File: src/rtl/load_mem_port_if.sv
// Bundles the load request/response, branch resolution, store-buffer lookup/retire
// and dmem signals of the load memory port.
interface load_mem_port_if #(
   parameter int ADDR_LEN    = 16,
   parameter int DATA_LEN    = 32,
   parameter int SPECTAG_LEN = 4
) ();
   logic                   ld_req_valid;
   logic                   ld_req_ready;
   logic [ADDR_LEN-1:0]    ld_req_addr;
   logic                   ld_req_specbit;
   logic [SPECTAG_LEN-1:0] ld_req_spectag;
   logic                   ld_resp_valid;
   logic                   ld_resp_ready;
   logic [DATA_LEN-1:0]    ld_resp_data;
   logic                   ld_resp_fwd;
   logic                   prmiss;
   logic                   prsuccess;
   logic [SPECTAG_LEN-1:0] prtag;
   logic [SPECTAG_LEN-1:0] spectagfix;
   logic [ADDR_LEN-1:0]    sb_ldaddr;
   logic                   sb_hit;
   logic [DATA_LEN-1:0]    sb_lddata;
   logic                   memoccupy_ld;
   logic                   stretire;
   logic [ADDR_LEN-1:0]    retaddr;
   logic [DATA_LEN-1:0]    retdata;
   logic [ADDR_LEN-1:0]    dmem_addr;
   logic                   dmem_we;
   logic [DATA_LEN-1:0]    dmem_wdata;
   logic [DATA_LEN-1:0]    dmem_rdata;

   modport slave (
      input  ld_req_valid, ld_req_addr, ld_req_specbit, ld_req_spectag, ld_resp_ready,
             prmiss, prsuccess, prtag, spectagfix, sb_hit, sb_lddata,
             stretire, retaddr, retdata, dmem_rdata,
      output ld_req_ready, ld_resp_valid, ld_resp_data, ld_resp_fwd, sb_ldaddr,
             memoccupy_ld, dmem_addr, dmem_we, dmem_wdata
   );

   modport master (
      output ld_req_valid, ld_req_addr, ld_req_specbit, ld_req_spectag, ld_resp_ready,
             prmiss, prsuccess, prtag, spectagfix, sb_hit, sb_lddata,
             stretire, retaddr, retdata, dmem_rdata,
      input  ld_req_ready, ld_resp_valid, ld_resp_data, ld_resp_fwd, sb_ldaddr,
             memoccupy_ld, dmem_addr, dmem_we, dmem_wdata
   );
endinterface

File: src/rtl/load_mem_port.sv
// Load port onto the shared dmem: forwards store-buffer hits, otherwise reads dmem
// with fixed latency while blocking store retirement; speculative loads can be killed.
module load_mem_port #(
   parameter int ADDR_LEN    = 16,
   parameter int DATA_LEN    = 32,
   parameter int SPECTAG_LEN = 4,
   parameter int RD_LAT      = 1
) (
   input  logic             clk,
   input  logic             reset,
   load_mem_port_if.slave   bus
);
   localparam int CNT_W = $clog2(RD_LAT + 1);

   typedef enum logic [1:0] {IDLE, RD, WAIT, RESP} state_t;

   state_t                 r_state;
   state_t                 w_state_nxt;
   logic [CNT_W-1:0]       r_cnt;
   logic                   r_specbit;
   logic [ADDR_LEN-1:0]    r_addr;
   logic [SPECTAG_LEN-1:0] r_spectag;
   logic [DATA_LEN-1:0]    r_data;
   logic                   r_fwd;

   logic w_accept;
   logic w_kill;
   logic w_occupy;
   logic w_resolve;

   assign w_accept  = (r_state == IDLE) && bus.ld_req_valid && !bus.prmiss;
   assign w_kill    = (r_state != IDLE) && bus.prmiss && r_specbit &&
                      ((bus.spectagfix & r_spectag) != '0);
   assign w_occupy  = (r_state == RD) || (r_state == WAIT);
   assign w_resolve = bus.prsuccess && r_specbit && (bus.prtag == r_spectag);

   always_comb begin
      w_state_nxt       = r_state;
      bus.ld_req_ready  = (r_state == IDLE) && !bus.prmiss;
      bus.sb_ldaddr     = bus.ld_req_addr;
      bus.ld_resp_valid = (r_state == RESP) && !w_kill;
      bus.ld_resp_data  = (r_state == RESP) ? r_data : '0;
      bus.ld_resp_fwd   = (r_state == RESP) && r_fwd;
      bus.memoccupy_ld  = w_occupy;
      bus.dmem_addr     = w_occupy ? r_addr : bus.retaddr;
      bus.dmem_we       = !w_occupy && bus.stretire;
      bus.dmem_wdata    = bus.retdata;
      case (r_state)
         IDLE:    if (w_accept) w_state_nxt = bus.sb_hit ? RESP : RD;
         RD:      w_state_nxt = WAIT;
         WAIT:    if (r_cnt == '0) w_state_nxt = RESP;
         RESP:    if (bus.ld_resp_ready) w_state_nxt = IDLE;
         default: w_state_nxt = IDLE;
      endcase
      // A mispredict kill wins over every transition, including the response handshake.
      if (w_kill) w_state_nxt = IDLE;
   end

   // Control state: the only registers that see reset.
   always_ff @(posedge clk) begin
      if (!reset) begin
         r_state   <= IDLE;
         r_cnt     <= '0;
         r_specbit <= 1'b0;
      end else begin
         r_state <= w_state_nxt;
         if (r_state == RD)
            r_cnt <= CNT_W'(RD_LAT - 1);
         else if ((r_state == WAIT) && (r_cnt != '0))
            r_cnt <= r_cnt - CNT_W'(1);
         if (w_accept)
            r_specbit <= bus.ld_req_specbit;
         else if (w_resolve)
            r_specbit <= 1'b0;
      end
   end

   // Load payload: captured at accept, data refilled when the dmem read lands.
   always_ff @(posedge clk) begin
      if (w_accept) begin
         r_addr    <= bus.ld_req_addr;
         r_spectag <= bus.ld_req_spectag;
         r_fwd     <= bus.sb_hit;
         if (bus.sb_hit) r_data <= bus.sb_lddata;
      end else if ((r_state == WAIT) && (r_cnt == '0)) begin
         r_data <= bus.dmem_rdata;
      end
   end
endmodule

File: src/flat_wrapper.sv
// flat-port wrapper written by rule: the top's interface ports become plain ports
module load_mem_port_flat 
#(
   parameter int ADDR_LEN    = 16,
   parameter int DATA_LEN    = 32,
   parameter int SPECTAG_LEN = 4,
   parameter int RD_LAT      = 1
)
  (clk, reset, bus_ld_req_valid, bus_ld_req_addr, bus_ld_req_specbit, bus_ld_req_spectag, bus_ld_resp_ready, bus_prmiss, bus_prsuccess, bus_prtag, bus_spectagfix, bus_sb_hit, bus_sb_lddata, bus_stretire, bus_retaddr, bus_retdata, bus_dmem_rdata, bus_ld_req_ready, bus_ld_resp_valid, bus_ld_resp_data, bus_ld_resp_fwd, bus_sb_ldaddr, bus_memoccupy_ld, bus_dmem_addr, bus_dmem_we, bus_dmem_wdata);
  load_mem_port_if #(.ADDR_LEN(ADDR_LEN), .DATA_LEN(DATA_LEN), .SPECTAG_LEN(SPECTAG_LEN)) bus_i ();
  input  logic clk;
  input  logic reset;
  input wire logic [$bits(bus_i.ld_req_valid)-1:0] bus_ld_req_valid;
  input wire logic [$bits(bus_i.ld_req_addr)-1:0] bus_ld_req_addr;
  input wire logic [$bits(bus_i.ld_req_specbit)-1:0] bus_ld_req_specbit;
  input wire logic [$bits(bus_i.ld_req_spectag)-1:0] bus_ld_req_spectag;
  input wire logic [$bits(bus_i.ld_resp_ready)-1:0] bus_ld_resp_ready;
  input wire logic [$bits(bus_i.prmiss)-1:0] bus_prmiss;
  input wire logic [$bits(bus_i.prsuccess)-1:0] bus_prsuccess;
  input wire logic [$bits(bus_i.prtag)-1:0] bus_prtag;
  input wire logic [$bits(bus_i.spectagfix)-1:0] bus_spectagfix;
  input wire logic [$bits(bus_i.sb_hit)-1:0] bus_sb_hit;
  input wire logic [$bits(bus_i.sb_lddata)-1:0] bus_sb_lddata;
  input wire logic [$bits(bus_i.stretire)-1:0] bus_stretire;
  input wire logic [$bits(bus_i.retaddr)-1:0] bus_retaddr;
  input wire logic [$bits(bus_i.retdata)-1:0] bus_retdata;
  input wire logic [$bits(bus_i.dmem_rdata)-1:0] bus_dmem_rdata;
  output wire logic [$bits(bus_i.ld_req_ready)-1:0] bus_ld_req_ready;
  output wire logic [$bits(bus_i.ld_resp_valid)-1:0] bus_ld_resp_valid;
  output wire logic [$bits(bus_i.ld_resp_data)-1:0] bus_ld_resp_data;
  output wire logic [$bits(bus_i.ld_resp_fwd)-1:0] bus_ld_resp_fwd;
  output wire logic [$bits(bus_i.sb_ldaddr)-1:0] bus_sb_ldaddr;
  output wire logic [$bits(bus_i.memoccupy_ld)-1:0] bus_memoccupy_ld;
  output wire logic [$bits(bus_i.dmem_addr)-1:0] bus_dmem_addr;
  output wire logic [$bits(bus_i.dmem_we)-1:0] bus_dmem_we;
  output wire logic [$bits(bus_i.dmem_wdata)-1:0] bus_dmem_wdata;
  assign bus_i.ld_req_valid = bus_ld_req_valid;
  assign bus_i.ld_req_addr = bus_ld_req_addr;
  assign bus_i.ld_req_specbit = bus_ld_req_specbit;
  assign bus_i.ld_req_spectag = bus_ld_req_spectag;
  assign bus_i.ld_resp_ready = bus_ld_resp_ready;
  assign bus_i.prmiss = bus_prmiss;
  assign bus_i.prsuccess = bus_prsuccess;
  assign bus_i.prtag = bus_prtag;
  assign bus_i.spectagfix = bus_spectagfix;
  assign bus_i.sb_hit = bus_sb_hit;
  assign bus_i.sb_lddata = bus_sb_lddata;
  assign bus_i.stretire = bus_stretire;
  assign bus_i.retaddr = bus_retaddr;
  assign bus_i.retdata = bus_retdata;
  assign bus_i.dmem_rdata = bus_dmem_rdata;
  assign bus_ld_req_ready = bus_i.ld_req_ready;
  assign bus_ld_resp_valid = bus_i.ld_resp_valid;
  assign bus_ld_resp_data = bus_i.ld_resp_data;
  assign bus_ld_resp_fwd = bus_i.ld_resp_fwd;
  assign bus_sb_ldaddr = bus_i.sb_ldaddr;
  assign bus_memoccupy_ld = bus_i.memoccupy_ld;
  assign bus_dmem_addr = bus_i.dmem_addr;
  assign bus_dmem_we = bus_i.dmem_we;
  assign bus_dmem_wdata = bus_i.dmem_wdata;
  load_mem_port #(.ADDR_LEN(ADDR_LEN), .DATA_LEN(DATA_LEN), .SPECTAG_LEN(SPECTAG_LEN), .RD_LAT(RD_LAT)) u_core (.clk(clk), .reset(reset), .bus(bus_i));
endmodule
File: config.mk
export PLATFORM = sky130hd
export DESIGN_NAME = load_mem_port_flat
export DESIGN_NICKNAME = d
export VERILOG_FILES = /design/src/rtl/load_mem_port_if.sv /design/src/rtl/load_mem_port.sv /design/src/flat_wrapper.sv
export SDC_FILE = /design/constraint.sdc
export NUM_CORES = 1
export LEC_CHECK = 0
export ABC_AREA = 1
export ABC_CLOCK_PERIOD_IN_PS = 4650
export CAP_MARGIN = 40
export CORE_ASPECT_RATIO = 0.7
export CORE_UTILIZATION = 36
export CTS_CLUSTER_DIAMETER = 150
export CTS_CLUSTER_SIZE = 20
export DETAILED_ROUTE_END_ITERATION = 16
export GPL_TIMING_DRIVEN = 0
export PLACE_DENSITY_LB_ADDON = 0.3
export SLEW_MARGIN = 10
export SYNTH_ARGS = -nofsm -noshare
export SYNTH_HDL_FRONTEND = slang
export SYNTH_SLANG_ARGS = --single-unit
File: constraint.sdc
create_clock -name clk -period 4.65 [get_ports clk]
set_input_delay 0.465 -clock clk [delete_from_list [all_inputs] [get_ports clk]]
set_output_delay 0.465 -clock clk [all_outputs]
set_load 0.005 [all_outputs]
-- After elaboration in Yosys (flattened, before gate mapping)
Index checks and enable logic that the tools add are counted.
Widths: inputs -> output; s select.
- logic and storage cells: 57
- flip-flop bits (word level): 57
- bits of input ports: 149
- multiplexer cells: 12
- reductions and logical operators: 26
- bitwise logic cells: 3
- $add $sub $neg: 1
- equality and inequality tests: 8
- operator list (kind ; number):
    $mux 32 ; 4
    $mux 16 ; 1
    $logic_and 1x1->1 ; 13
    $mux 2 ; 4
    $pmux 2 s4 ; 1
    $ne 2x2->1 const B ; 3
    $reduce_bool 2->1 ; 3
    $and 4x4->4 ; 1
    $eq 2x2->1 const B ; 2
    $eq 4x4->1 ; 1
    $reduce_bool 4->1 ; 1
    $reduce_or 2->1 ; 2
    $logic_not 1->1 ; 3
    $reduce_and 3->1 ; 1
    $eq 2x1->1 const B ; 1
    $logic_not 2->1 ; 1
    $mux 1 ; 2
    $ne 2x1->1 const B ; 1
    $not 1->1 ; 2
    $reduce_and 2->1 ; 1
    $logic_or 1x1->1 ; 1
    $sub 1x1->1 const B ; 1

-- Depth between registers and ports, before layout
- depth in word-level cells: 6
- gate-level depth with buffers: 11
- mapped depth without buffers: 11

-- Least setup slack after synthesis
No wires, ideal clock.
- path kind: register to register
- from: register u_core.r_state[0]
- to: register u_core.r_data[0] (enable)
- arrival: 1.739 ns
- setup time: 0.389 ns
- period minus slack after synthesis: 2.129 ns
- path slack: 2.521 ns
- cell stages (with the launch flop): 9
- path through: dfxtp_1 > inv_1 > ha_1 > inv_2 > nor2_4 > nand2_2 > inv_2 > nand2_1 > nand2_1
- cells in the longest elaborated chain, start to end: 5
- elaborated cells between the ends (all ways): 8
- classes of those cells: eq/ne: 2; reduce/logical: 6
- ends and longest elaborated chain (what ; RTL line ; source):
    start, declared ; load_mem_port.sv:17 ; state_t r_state;
    start signal, assigned ; load_mem_port.sv:66 ; r_state <= w_state_nxt;
    $logic_not 2->1 ; load_mem_port.sv:31 ; assign w_accept = (r_state == IDLE) && bus.ld_req_valid && !bus.prmiss;
    $logic_and 1x1->1 (2 in a row) ; load_mem_port.sv:31 ;
    $ne 2x2->1 (no source line) or $reduce_bool 2->1 (tied branches) ; - ;
    $reduce_and 2->1 (no source line) * ; - ;
    end signal, assigned ; load_mem_port.sv:84 ; if (bus.sb_hit) r_data <= bus.sb_lddata;
    end signal, assigned ; load_mem_port.sv:86 ; r_data <= bus.dmem_rdata;
    end, declared ; load_mem_port.sv:23 ; logic [DATA_LEN-1:0] r_data;
Mark *: on every way between the ends. The rest lies on a longest branch, timed or not.
A chain may end at the register's enable or synchronous reset.

-- Final worst setup path
- from: register u_core.r_state[0]
- to: output bus_dmem_addr[12]
- cells in the longest elaborated chain, start to end: 3
- elaborated cells between the ends (all ways): 4
- classes of those cells: eq/ne: 2; mux: 1; reduce/logical: 1
- ends and longest elaborated chain (what ; RTL line ; source):
    $eq 2x1->1 or $eq 2x2->1 (tied branches) ; load_mem_port.sv:34 ; assign w_occupy = (r_state == RD) || (r_state == WAIT);
    $logic_or 1x1->1 * ; load_mem_port.sv:34 ;
    $mux 16 * ; load_mem_port.sv:45 ; bus.dmem_addr = w_occupy ? r_addr : bus.retaddr;
    end, declared ; flat_wrapper.sv:34 ; output wire logic [$bits(bus_i.dmem_addr)-1:0] bus_dmem_addr;
Marked as above.

==> results.py <==
metrics = {
    "global_route": {
        "antenna_found_initial": 0,
        "grt_max_degree": 33,
        "grt_usage_pct": 19.0,
        "grt_pass1_vias": 2879,
        "grt.overflow.total": 0,
        "grt_pass1_wl_um": 13500,
    },
    "run_status": {
        "outcome": "completed",
    },
    "setup_path": {
        "cp_data_arrival_time_ns": 2.41,
        "r2r_slack_ns": 2.44,
        "crit_type": "reg2out",
        "crit_path_start_kind": "flip-flop",
        "crit_start": "u_core.r_state[0]$_SDFFE_PP0P_",
        "crit_fanout": 10,
        "r2r_end": "u_core.r_data[28]$_DFFE_PP_",
        "r2r_start": "u_core.r_state[0]$_SDFFE_PP0P_",
        "reg2regPathDepth": 8,
        "crit_required_ns": 4.18,
        "cp-end-kind": "output pin",
    },
    "synthesis": {
        "netlist_instances": 360,
        "ys.flop_type": "edfxtp_1",
        "ys_types": 20,
        "yosys_warnings": 0,
        "yosys-top-cells-area": "edfxtp_1 (50%), nand2_1 (18%), buf_4 (12%)",
        "seq_area_frac_synth_pct": 52.3,
        "synth.avg_cell_area_um2": 8.87,
        "ys_seq_elements": 57,
        "synth_largest_area_cell": "edfxtp_1",
        "async_reset_ff_share_pct": 0,
        "synth_top_area_share_pct": 49.8,
        "synth_nets": 513,
        "yosysMostFrequentCell": "nand2_1",
        "synth_edf_count": 53,
        "synth_area_um2": 3190,
        "yosys-top-cells-count": "nand2_1 (152), edfxtp_1 (53), buf_4 (51), inv_1 (46), mux2_2 (16)",
    },
    "detailed_routing": {
        "wl_met1_um": 3470,
        "wirelength_um": 8950,
        "vias": 2969,
        "viasPerCell": 4.16,
        "top_layer": "met4",
        "ant_nets": 0,
        "avgRoutedWirePerCell_um": 12.6,
        "drtIter0Drc": 65,
        "drt_pre_antenna_iters": 4,
        "drc": 0,
        "wl_met3_um": 741,
        "routed-wl-met2_um": 4690,
    },
    "timing": {
        "slew_viol_final": 0,
        "fmax_mhz": 348,
        "setup_tns_ns": 0,
        "hold_ws_ns": 0.469,
        "hold_viol": 0,
        "finalSetupViolCount": 0,
        "fin_crit_sh_pct": 61.8,
        "period_needed_ns": 2.87,
        "slew_headroom_pct": 49.9,
        "rsz0062_at_grt": "false",
        "skew_ns": 0.00946,
        "worst_slew_pin_slew_ns": 0.749,
    },
    "power": {
        "swShare_pct": 27.7,
        "internal_power_mw": 1.65,
        "irDropWorstVdd_v": 0.000280,
        "power.net_switching_uw": 630,
        "combinationalPowerShare_pct": 38.6,
        "p_leak_nw": 2.67,
        "powerDensity_nw_per_um2": 392,
        "pwr-share-seq_pct": 32.6,
        "clkPwrFrac_pct": 28.8,
    },
    "die": {
        "rows": 28,
        "dieWidth_um": 115,
        "core_um2": 8510,
        "die_y_um": 80.8,
        "start_util_pct": 37.5,
        "ioPinCount": 250,
        "die_area_um2": 9260,
    },
    "finish": {
        "drive_above_1_share_pct": 15.2,
        "final_core_util_pct": 68.4,
        "syn2layout_area_growth_pct": 82.2,
        "fin_cells": 713,
        "num-nets-final": 741,
        "stdcell_area_um2": 5820,
        "antennaDiodeCount": 0,
        "nFillCells": 690,
    },
    "clocking": {
        "clock_latency_ns": 0.32,
        "cts_buffers": 9,
        "cts_hold_buf": 0,
        "clk_pin_slew_worst_paths_ns": 0.05,
        "cts_num_sinks": 57,
        "htreeDepth": 3,
        "cts-root-buf": "clkbuf_16",
        "tritoncts": "yes",
        "cts_max_path_buffers": 2,
        "cts_resized": 0,
        "post_cts_buffers": 0,
    },
    "hold_path": {
        "min-delay-start": "u_core.r_cnt$_SDFFE_PP0P_",
        "hp-class": "reg2reg",
        "hold_path_depth": 2,
        "holdPathEnd": "u_core.r_cnt$_SDFFE_PP0P_",
    },
    "place": {
        "place.gp.congestion": 0.746,
        "dp_cells": 697,
        "portBuffers": 217,
        "postPlaceCellArea_um2": 5520,
        "hpwl_um": 7100,
    },
    "flow_run": {
        "cap_violations": 0,
    },
}
-- flip-flops by register name, summed over array words and instances, names as in the netlist --
name	flops
u_core.r_addr	16
u_core.r_cnt	1
u_core.r_data	32
u_core.r_fwd	1
u_core.r_specbit	1
u_core.r_spectag	4
u_core.r_state	2
-- layout by cell type, fill, tap and decap left out, drive strengths merged --
master,count
clkdlybuf4s50,217
nand2,153
buf,55
edfxtp,53
inv,48
clkbuf,18
mux2,16
nor2,11
ha,4
dfxtp,4
nand3,3
o21ai,3
a21oi,2
clkinv,2
mux2i,1
nor4,1
xnor2,1
bufinv,1
-- how the worst max path moves through the flow --
stage,endpoint,slack [ns],depth (start not counted)
finish,bus_dmem_addr[12],1.78,6
global route,bus_dmem_addr[6],1.59,6
CTS,bus_dmem_addr[12],1.73,6
detailed placement,bus_dmem_addr[12],2.08,6
global placement,u_core.r_data[26]$_DFFE_PP_,1.72,6
floorplan,u_core.r_data[0]$_DFFE_PP_,2.52,8
-- worst max-delay path, cell delays in order (launching register included) --
cell,delay (ns)
dfxtp_1,0.37
inv_1,0.09
ha_1,0.29
buf_2,0.23
buf_2,0.29
mux2_2,0.37
clkdlybuf4s50_1,0.46
-- layer usage --
metal / track usage (%) / vias to the layer above
met5: 0 / -
met2: 35.5 / 117
met4: 6.10 / 0
li1: - / 1519
met3: 6.57 / 6
met1: 20.5 / 1327
-- cell type report --
type	count	area [um2]	share of cell area [%]
timing repair buffer	217	2170	37.3
sequential	57	1670	28.7
multi-input combinational	195	923	15.9
buffer	60	422	7.25
clock buffer	13	260	4.47
inverter	48	180	3.10
tap	120	150	2.58
clock inverter	3	40.0	0.688
-- metrics by stage --
| stage | total power, mW | setup slack [ns] |
|---|---|---|
| 2_1_floorplan | 1.18 | 2.52 |
| 3_3_place_gp | 1.62 | 1.72 |
| 3_5_place_dp | 1.64 | 2.08 |
| 4_1_cts | 2.31 | 1.73 |
| 5_1_grt | 2.41 | 1.59 |
| 6_report | 2.28 | 1.78 |
-- kinds of logic after synthesis --
kind of cell | synth area share, %
mux | 5.95
flops | 52.3
fa+ha+maj | 1.57
simple gates | 20.3
xor+xnor | 0.274
compound gates | 0.783
buf+inv | 18.8
-- power groups by stage --
| stage | Sequential [mW] | Combinational, mW | Clock [mW] |
|---|---|---|---|
| after floorplan | 0.745 | 0.436 | 0 |
| after global placement | 0.751 | 0.871 | 0 |
| after detailed placement | 0.754 | 0.889 | 0 |
| after CTS | 0.745 | 0.894 | 0.668 |
| after global routing | 0.755 | 0.966 | 0.689 |
| final | 0.744 | 0.879 | 0.656 |
No activity file was read; power rests on OpenSTA's default activity.
